[config.mk]
export PLATFORM = sky130hd
export DESIGN_NAME = matmul_apb_master_flat
export DESIGN_NICKNAME = d
export VERILOG_FILES = /design/src/rtl/matmul_apb_master_if.sv /design/src/rtl/matmul_apb_master.sv /design/src/flat_wrapper.sv
export SDC_FILE = /design/constraint.sdc
export NUM_CORES = 1
export LEC_CHECK = 0
export CAP_MARGIN = 20
export CORE_MARGIN = 2
export CORE_UTILIZATION = 41
export DETAILED_ROUTE_END_ITERATION = 10
export HOLD_SLACK_MARGIN = 0.1
export MAX_ROUTING_LAYER = met4
export PLACE_DENSITY_LB_ADDON = 0.2
export SYNTH_ARGS = -nofsm -noshare
export SYNTH_HDL_FRONTEND = slang
export SYNTH_SLANG_ARGS = --single-unit
[constraint.sdc]
create_clock -name clk_i -period 2.3 [get_ports clk_i]
set_input_delay 0.46 -clock clk_i [delete_from_list [all_inputs] [get_ports clk_i]]
set_output_delay 0.46 -clock clk_i [all_outputs]
set_load 0.1 [all_outputs]
[src/rtl/matmul_apb_master_if.sv]
// Request/response and APB bus bundle for the matmul APB master stage.
// The master modport is the bridge itself; the slave modport is everything around it.
interface matmul_apb_master_if #(
    parameter int BUS_WIDTH  = 32,
    parameter int ADDR_WIDTH = 32
);
    localparam int STRB_W = BUS_WIDTH / 8;

    logic                  req_valid_i;
    logic                  req_ready_o;
    logic                  req_write_i;
    logic                  req_wait_i;
    logic [ADDR_WIDTH-1:0] req_addr_i;
    logic [BUS_WIDTH-1:0]  req_wdata_i;
    logic [STRB_W-1:0]     req_strb_i;

    logic                  rsp_valid_o;
    logic                  rsp_ready_i;
    logic [BUS_WIDTH-1:0]  rsp_rdata_o;
    logic [1:0]            rsp_err_o;

    logic                  psel_o;
    logic                  penable_o;
    logic                  pwrite_o;
    logic [ADDR_WIDTH-1:0] paddr_o;
    logic [BUS_WIDTH-1:0]  pwdata_o;
    logic [STRB_W-1:0]     pstrb_o;
    logic                  pready_i;
    logic                  pslverr_i;
    logic [BUS_WIDTH-1:0]  prdata_i;

    logic                  busy_i;
    logic [7:0]            err_cnt_o;

    modport master (
        input  req_valid_i, req_write_i, req_wait_i, req_addr_i, req_wdata_i, req_strb_i,
        output req_ready_o,
        output rsp_valid_o, rsp_rdata_o, rsp_err_o,
        input  rsp_ready_i,
        output psel_o, penable_o, pwrite_o, paddr_o, pwdata_o, pstrb_o,
        input  pready_i, pslverr_i, prdata_i,
        input  busy_i,
        output err_cnt_o
    );

    modport slave (
        output req_valid_i, req_write_i, req_wait_i, req_addr_i, req_wdata_i, req_strb_i,
        input  req_ready_o,
        input  rsp_valid_o, rsp_rdata_o, rsp_err_o,
        output rsp_ready_i,
        input  psel_o, penable_o, pwrite_o, paddr_o, pwdata_o, pstrb_o,
        output pready_i, pslverr_i, prdata_i,
        output busy_i,
        input  err_cnt_o
    );
endinterface

[src/rtl/matmul_apb_master.sv]
// Turns single valid/ready requests into two-phase APB transfers to the matmul
// slave, with optional hold-off on busy, pready timeout and an error counter.
module matmul_apb_master #(
    parameter int BUS_WIDTH   = 32,
    parameter int ADDR_WIDTH  = 32,
    parameter int TIMEOUT_CYC = 16
) (
    input  logic                 clk_i,
    input  logic                 rst_i,
    matmul_apb_master_if.master  bus
);
    localparam int STRB_W = BUS_WIDTH / 8;
    localparam int CNT_W  = (TIMEOUT_CYC > 0) ? $clog2(TIMEOUT_CYC + 1) : 1;
    localparam logic [CNT_W-1:0] TIMEOUT_VAL = CNT_W'(TIMEOUT_CYC);

    typedef enum logic [2:0] {
        IDLE,
        WAIT_BUSY,
        SETUP,
        ACCESS,
        RESP
    } state_t;

    state_t                state_reg;
    logic                  ready_reg;
    logic                  psel_reg;
    logic                  penable_reg;
    logic                  rsp_valid_reg;
    logic                  write_reg;
    logic [ADDR_WIDTH-1:0] addr_reg;
    logic [BUS_WIDTH-1:0]  wdata_reg;
    logic [STRB_W-1:0]     strb_reg;
    logic [BUS_WIDTH-1:0]  rdata_reg;
    logic [1:0]            err_reg;
    logic [7:0]            err_cnt_reg;
    logic [CNT_W-1:0]      wait_cnt_reg;

    logic [STRB_W-1:0]     strb_next;
    logic [CNT_W-1:0]      wait_cnt_next;
    logic                  timeout_hit;

    // Reads carry no byte enables on the bus.
    generate
        for (genvar gi = 0; gi < STRB_W; gi++) begin : g_strb
            assign strb_next[gi] = bus.req_write_i & bus.req_strb_i[gi];
        end
    endgenerate

    assign wait_cnt_next = wait_cnt_reg + 1'b1;
    assign timeout_hit   = (TIMEOUT_CYC != 0) && (wait_cnt_next == TIMEOUT_VAL);

    always_ff @(posedge clk_i) begin
        if (rst_i) begin
            state_reg     <= IDLE;
            ready_reg     <= 1'b1;
            psel_reg      <= 1'b0;
            penable_reg   <= 1'b0;
            rsp_valid_reg <= 1'b0;
            write_reg     <= 1'b0;
            addr_reg      <= '0;
            wdata_reg     <= '0;
            strb_reg      <= '0;
            rdata_reg     <= '0;
            err_reg       <= 2'b00;
            err_cnt_reg   <= 8'd0;
            wait_cnt_reg  <= '0;
        end else begin
            case (state_reg)
                IDLE: begin
                    if (bus.req_valid_i && ready_reg) begin
                        ready_reg <= 1'b0;
                        write_reg <= bus.req_write_i;
                        addr_reg  <= bus.req_addr_i;
                        wdata_reg <= bus.req_wdata_i;
                        strb_reg  <= strb_next;
                        if (bus.req_wait_i && bus.busy_i) begin
                            state_reg <= WAIT_BUSY;
                        end else begin
                            state_reg    <= SETUP;
                            psel_reg     <= 1'b1;
                            wait_cnt_reg <= '0;
                        end
                    end
                end
                WAIT_BUSY: begin
                    if (!bus.busy_i) begin
                        state_reg    <= SETUP;
                        psel_reg     <= 1'b1;
                        wait_cnt_reg <= '0;
                    end
                end
                SETUP: begin
                    state_reg   <= ACCESS;
                    penable_reg <= 1'b1;
                end
                ACCESS: begin
                    // A completing pready wins over a timeout landing in the same cycle.
                    if (bus.pready_i) begin
                        state_reg     <= RESP;
                        psel_reg      <= 1'b0;
                        penable_reg   <= 1'b0;
                        rsp_valid_reg <= 1'b1;
                        rdata_reg     <= write_reg ? '0 : bus.prdata_i;
                        err_reg       <= {1'b0, bus.pslverr_i};
                    end else if (timeout_hit) begin
                        state_reg     <= RESP;
                        psel_reg      <= 1'b0;
                        penable_reg   <= 1'b0;
                        rsp_valid_reg <= 1'b1;
                        rdata_reg     <= '0;
                        err_reg       <= 2'b10;
                    end else begin
                        wait_cnt_reg <= wait_cnt_next;
                    end
                end
                RESP: begin
                    if (bus.rsp_ready_i) begin
                        state_reg     <= IDLE;
                        rsp_valid_reg <= 1'b0;
                        ready_reg     <= 1'b1;
                        if ((err_reg != 2'b00) && (err_cnt_reg != 8'hFF)) begin
                            err_cnt_reg <= err_cnt_reg + 8'd1;
                        end
                    end
                end
                default: begin
                    state_reg <= IDLE;
                end
            endcase
        end
    end

    // Ready is held low for as long as reset is asserted.
    assign bus.req_ready_o = ready_reg & ~rst_i;
    assign bus.rsp_valid_o = rsp_valid_reg;
    assign bus.rsp_rdata_o = rdata_reg;
    assign bus.rsp_err_o   = err_reg;
    assign bus.psel_o      = psel_reg;
    assign bus.penable_o   = penable_reg;
    assign bus.pwrite_o    = write_reg;
    assign bus.paddr_o     = addr_reg;
    assign bus.pwdata_o    = wdata_reg;
    assign bus.pstrb_o     = strb_reg;
    assign bus.err_cnt_o   = err_cnt_reg;
endmodule

[src/flat_wrapper.sv]
// flat-port wrapper written by rule: the top's interface ports become plain ports
module matmul_apb_master_flat 
#(
    parameter int BUS_WIDTH   = 32,
    parameter int ADDR_WIDTH  = 32,
    parameter int TIMEOUT_CYC = 16
)
  (clk_i, rst_i, bus_req_valid_i, bus_req_write_i, bus_req_wait_i, bus_req_addr_i, bus_req_wdata_i, bus_req_strb_i, bus_req_ready_o, bus_rsp_valid_o, bus_rsp_rdata_o, bus_rsp_err_o, bus_rsp_ready_i, bus_psel_o, bus_penable_o, bus_pwrite_o, bus_paddr_o, bus_pwdata_o, bus_pstrb_o, bus_pready_i, bus_pslverr_i, bus_prdata_i, bus_busy_i, bus_err_cnt_o);
  matmul_apb_master_if #(.BUS_WIDTH(BUS_WIDTH), .ADDR_WIDTH(ADDR_WIDTH)) bus_i ();
  input  logic clk_i;
  input  logic rst_i;
  input wire logic [$bits(bus_i.req_valid_i)-1:0] bus_req_valid_i;
  input wire logic [$bits(bus_i.req_write_i)-1:0] bus_req_write_i;
  input wire logic [$bits(bus_i.req_wait_i)-1:0] bus_req_wait_i;
  input wire logic [$bits(bus_i.req_addr_i)-1:0] bus_req_addr_i;
  input wire logic [$bits(bus_i.req_wdata_i)-1:0] bus_req_wdata_i;
  input wire logic [$bits(bus_i.req_strb_i)-1:0] bus_req_strb_i;
  output wire logic [$bits(bus_i.req_ready_o)-1:0] bus_req_ready_o;
  output wire logic [$bits(bus_i.rsp_valid_o)-1:0] bus_rsp_valid_o;
  output wire logic [$bits(bus_i.rsp_rdata_o)-1:0] bus_rsp_rdata_o;
  output wire logic [$bits(bus_i.rsp_err_o)-1:0] bus_rsp_err_o;
  input wire logic [$bits(bus_i.rsp_ready_i)-1:0] bus_rsp_ready_i;
  output wire logic [$bits(bus_i.psel_o)-1:0] bus_psel_o;
  output wire logic [$bits(bus_i.penable_o)-1:0] bus_penable_o;
  output wire logic [$bits(bus_i.pwrite_o)-1:0] bus_pwrite_o;
  output wire logic [$bits(bus_i.paddr_o)-1:0] bus_paddr_o;
  output wire logic [$bits(bus_i.pwdata_o)-1:0] bus_pwdata_o;
  output wire logic [$bits(bus_i.pstrb_o)-1:0] bus_pstrb_o;
  input wire logic [$bits(bus_i.pready_i)-1:0] bus_pready_i;
  input wire logic [$bits(bus_i.pslverr_i)-1:0] bus_pslverr_i;
  input wire logic [$bits(bus_i.prdata_i)-1:0] bus_prdata_i;
  input wire logic [$bits(bus_i.busy_i)-1:0] bus_busy_i;
  output wire logic [$bits(bus_i.err_cnt_o)-1:0] bus_err_cnt_o;
  assign bus_i.req_valid_i = bus_req_valid_i;
  assign bus_i.req_write_i = bus_req_write_i;
  assign bus_i.req_wait_i = bus_req_wait_i;
  assign bus_i.req_addr_i = bus_req_addr_i;
  assign bus_i.req_wdata_i = bus_req_wdata_i;
  assign bus_i.req_strb_i = bus_req_strb_i;
  assign bus_req_ready_o = bus_i.req_ready_o;
  assign bus_rsp_valid_o = bus_i.rsp_valid_o;
  assign bus_rsp_rdata_o = bus_i.rsp_rdata_o;
  assign bus_rsp_err_o = bus_i.rsp_err_o;
  assign bus_i.rsp_ready_i = bus_rsp_ready_i;
  assign bus_psel_o = bus_i.psel_o;
  assign bus_penable_o = bus_i.penable_o;
  assign bus_pwrite_o = bus_i.pwrite_o;
  assign bus_paddr_o = bus_i.paddr_o;
  assign bus_pwdata_o = bus_i.pwdata_o;
  assign bus_pstrb_o = bus_i.pstrb_o;
  assign bus_i.pready_i = bus_pready_i;
  assign bus_i.pslverr_i = bus_pslverr_i;
  assign bus_i.prdata_i = bus_prdata_i;
  assign bus_i.busy_i = bus_busy_i;
  assign bus_err_cnt_o = bus_i.err_cnt_o;
  matmul_apb_master #(.BUS_WIDTH(BUS_WIDTH), .ADDR_WIDTH(ADDR_WIDTH), .TIMEOUT_CYC(TIMEOUT_CYC)) u_core (.clk_i(clk_i), .rst_i(rst_i), .bus(bus_i));
endmodule
==> metrics.md <==
| Metric | Value |
|---|---|
| Status | complete, no violations |
| First-pass GRT wire length | between 20000 and 25000 um |
| Starting Density | around two fifths |
| Worst-case clock buffer depth | 2 |
| Syn Area/Cell | about 8.3 um^2 |
| Final worst path period share | 87.87% |
| Pre-antenna DRT Iters | 5 |
| Cts repair resizes | 0 |
| Total power | about 6.9 mW |
| Worst Max-Slew Pin Slew | 504.2 ps |
| Achievable Freq | 0.4948 GHz |
| TritonCTS Buffers | 17 |
| PnR worst setup slack | 279.1 ps |
| Final setup violating endpoints | 0 |
| Placed Cells | 911 |
| H-tree depth | 4 |
| Hold wc startpoint | rst_i |
| Crit path DAT | 2310 ps |
| Die Span Y | about 110 um |
| R2R Setup Slk | 280 ps |
| DRT iter0 DRCs | roughly 390 |
| Worst-path fanout max | 35 |
| Startpoint type of the worst setup path | flip-flop |
| Post-Synthesis Cell Area | ~0.0048 mm^2 |
| Fin util | 64.83% |
| DR vias/cell | ~5.2 |
| Worst R2R Start | u_core.state_reg[1] |
| Lkg Pwr | about 2.9 nW |
| DP Area | between 0.006 and 0.007 mm^2 |
| Number of global-route vias before repair | 4620 |
| Clock transition at path regs | 50 ps |
| Hold_buf cts | 0 |
| Distinct cell type count after synthesis | 50 |
| Setup crit end | u_core.bus.penable_o |
| Clk Latency, worst-skew pair | about 400 ps |
| MaxCap Viol Count | 0 |
| Fill cells | 919 |
| Gate Count Post-Synth | 576 |
| Pre-CTS setup slack | -16.07 ps |
| Final WL | 14230 um |
| Rel. slew slack | 65.42% |
| FF+latch area | 0.002462 mm^2 |
| RSZ-0062 raised after global routing | false |
| Psw | 2.569 mW |
| PD cells | ~940 mW/mm^2 |
| Main synth FF type | dfxtp_1 |
| Setup Skew | 8.877 ps |
| Finished Cell Area | 0.007371 mm^2 |
| Drc violations | 0 |
| Sequential area share after synthesis | 51.80% |
| EDFF count, synth | 0 |
| P&R area growth vs syn | 55.07% |
| Root Driver | clkbuf_16 |
| Port Buffers | 223 |
| Non-Filler Instances | 939 |
| Diode count | 0 |
| GRT Util Overall | about 23% |
| Vias | approximately 4800 |
| Gr ovfl total | 0 |
| Worst r2r path cells | 6 |
| CTS tree | done |
| Int Pwr | 4.338 mW |
| Largest net degree at the start of global routing | 67 |
| Die Width | 111.7 um |
| Std-Cell Rows | 39 |
| HP Class | in2reg |
| Share of layout cells above drive strength 1 | 20.60% |
| Async SR Flop Fraction | 0% |
| Initial antenna violation count | 0 |
| WHS | 399.5 ps |
| # Post-CTS Setup Buffers | 0 |
| Max-slew violation count | 0 |
| Core Region | 0.01137 mm^2 |
| FF+latch count, synth | 123 |
| CTS sink cnt | 123 |
| Wire length per cell | 15.16 um |
| Crit path from | u_core.state_reg[1] |
| Final Net Count | 898 |
| Crit. End Element | flip-flop |
| Post-layout min period | slightly above 2000 ps |
| RePlAce Congestion | about 0.83 |
| Synth Warn # | 0 |
| FF-to-FF End | u_core.bus.penable_o |
| Hold Fails Final Rpt | 0 |
| Sw Share | between 30% and 40% |
| Seq pwr share | between 30% and 40% |
| HPWL Detailed | just under 10000 um |
| VDD IR-drop max | 0.5561 mV |
| Clock Power Share | between 30% and 40% |
| # IOs | roughly 220 |
| Share of total power in combinational logic | 31.4% |
| Setup_tns | 0 ps |
| Die ar. | 0.01247 mm^2 |
| Req. time, crit path | 2590 ps |
| Post-Syn Nets | 687 |
| Worst setup path class | reg2reg |
| ANT nets after route | 0 |
| Multi-input gate area | between 0.002 and 0.0025 mm^2 |
synthesized netlist by cell type (2+ instances only):
| master | n | area, um^2 |
|---|---|---|
| nor2_1 | 14 | 52.55 |
| xnor2_1 | 4 | 35.03 |
| nand3_1 | 11 | 55.05 |
| o31ai_1 | 2 | 15.01 |
| or4_1 | 3 | 22.52 |
| o21ai_0 | 3 | 15.01 |
| dfxtp_1 | 123 | 2462 |
| or3_1 | 3 | 18.77 |
| o211a_1 | 2 | 20.02 |
| ha_1 | 2 | 25.02 |
| nand2b_1 | 4 | 25.02 |
| buf_2 | 4 | 20.02 |
| a22oi_1 | 2 | 15.01 |
| nor3_1 | 5 | 25.02 |
| a21oi_1 | 110 | 550.5 |
| inv_1 | 2 | 7.510 |
| clkbuf_1 | 39 | 146.4 |
| mux2i_1 | 2 | 20.02 |
| and2_1 | 2 | 12.51 |
| nand4b_1 | 32 | 280.3 |
| nand2_1 | 177 | 664.4 |
| nor2b_1 | 2 | 12.51 |
per-layer routing:
metal	up-vias	GRT usage [%]	wire length, um
met5	-	-	0
met1	2267	26.35	5923
met4	0	9.300	299
met3	25	6.424	837
met2	162	38.51	7173
li1	2382	-	-
cell usage in the layout (no fill, tap or decap), types with 3 or more instances in the layout:
master,netlist,layout
xnor2_1,4,4
clkbuf_16,0,17
clkbuf_8,0,4
a21oi_1,110,110
nand3_1,11,11
clkinv_2,0,3
nand2b_1,4,4
buf_12,0,4
dfxtp_1,123,123
buf_4,1,127
nand4b_1,32,32
nor3_1,5,5
nand2_1,177,177
nor2_1,14,14
clkdlybuf4s50_1,0,107
o21ai_0,3,3
or3_1,3,3
clkbuf_1,39,4
power groups by stage:
stage | registers, mW | logic, mW | clock network [mW]
after floorplan | 3.49 | 0.507 | 0
after global placement | 2.44 | 2.15 | 0
after detailed placement | 2.45 | 2.17 | 0
after CTS | 2.41 | 2.18 | 2.37
after global routing | 2.43 | 2.27 | 2.49
final | 2.41 | 2.17 | 2.33
area by class of cell:
cell class              instances  area share [%]
repair buffers                238           28.55
clock inverters                 3          0.2037
clock buffers                  25           6.722
well taps                     143           2.427
flip-flops and latches        123           33.41
multi-input cells             405           28.59
inverters                       2          0.1019
cells by family after synthesis:
group                    Yosys count  synth area share, %
flip-flops                       123                51.80
XOR/XNOR                           5               0.9213
AO/OA/AOI/OAI                    134                15.98
multiplexers                       2               0.4212
AND/OR/NAND/NOR                  262                26.22
adder cells (fa/ha/maj)            2               0.5264
buffers and inverters             48                4.133
critical path, cell delays in order (launching register included):
cell and delay, ps:
dfxtp_1 580, and3b_1 380, and3_1 290, a21oi_4 80
buf_4 270, a22oi_1 240, nor2_1 60
how the worst min path moves through the flow:
stage                            endpoint  slack, ps  depth (start not counted)
2_1_floorplan            u_core.ready_reg        450                          1
3_3_place_gp    u_core.bus.rsp_rdata_o[1]        440                          2
3_5_place_dp   u_core.bus.rsp_rdata_o[22]        440                          2
4_1_cts               u_core.state_reg[0]        390                          3
5_1_grt               u_core.state_reg[0]        390                          3
6_report              u_core.state_reg[0]        400                          3
No activity file was read; power rests on OpenSTA's default activity.
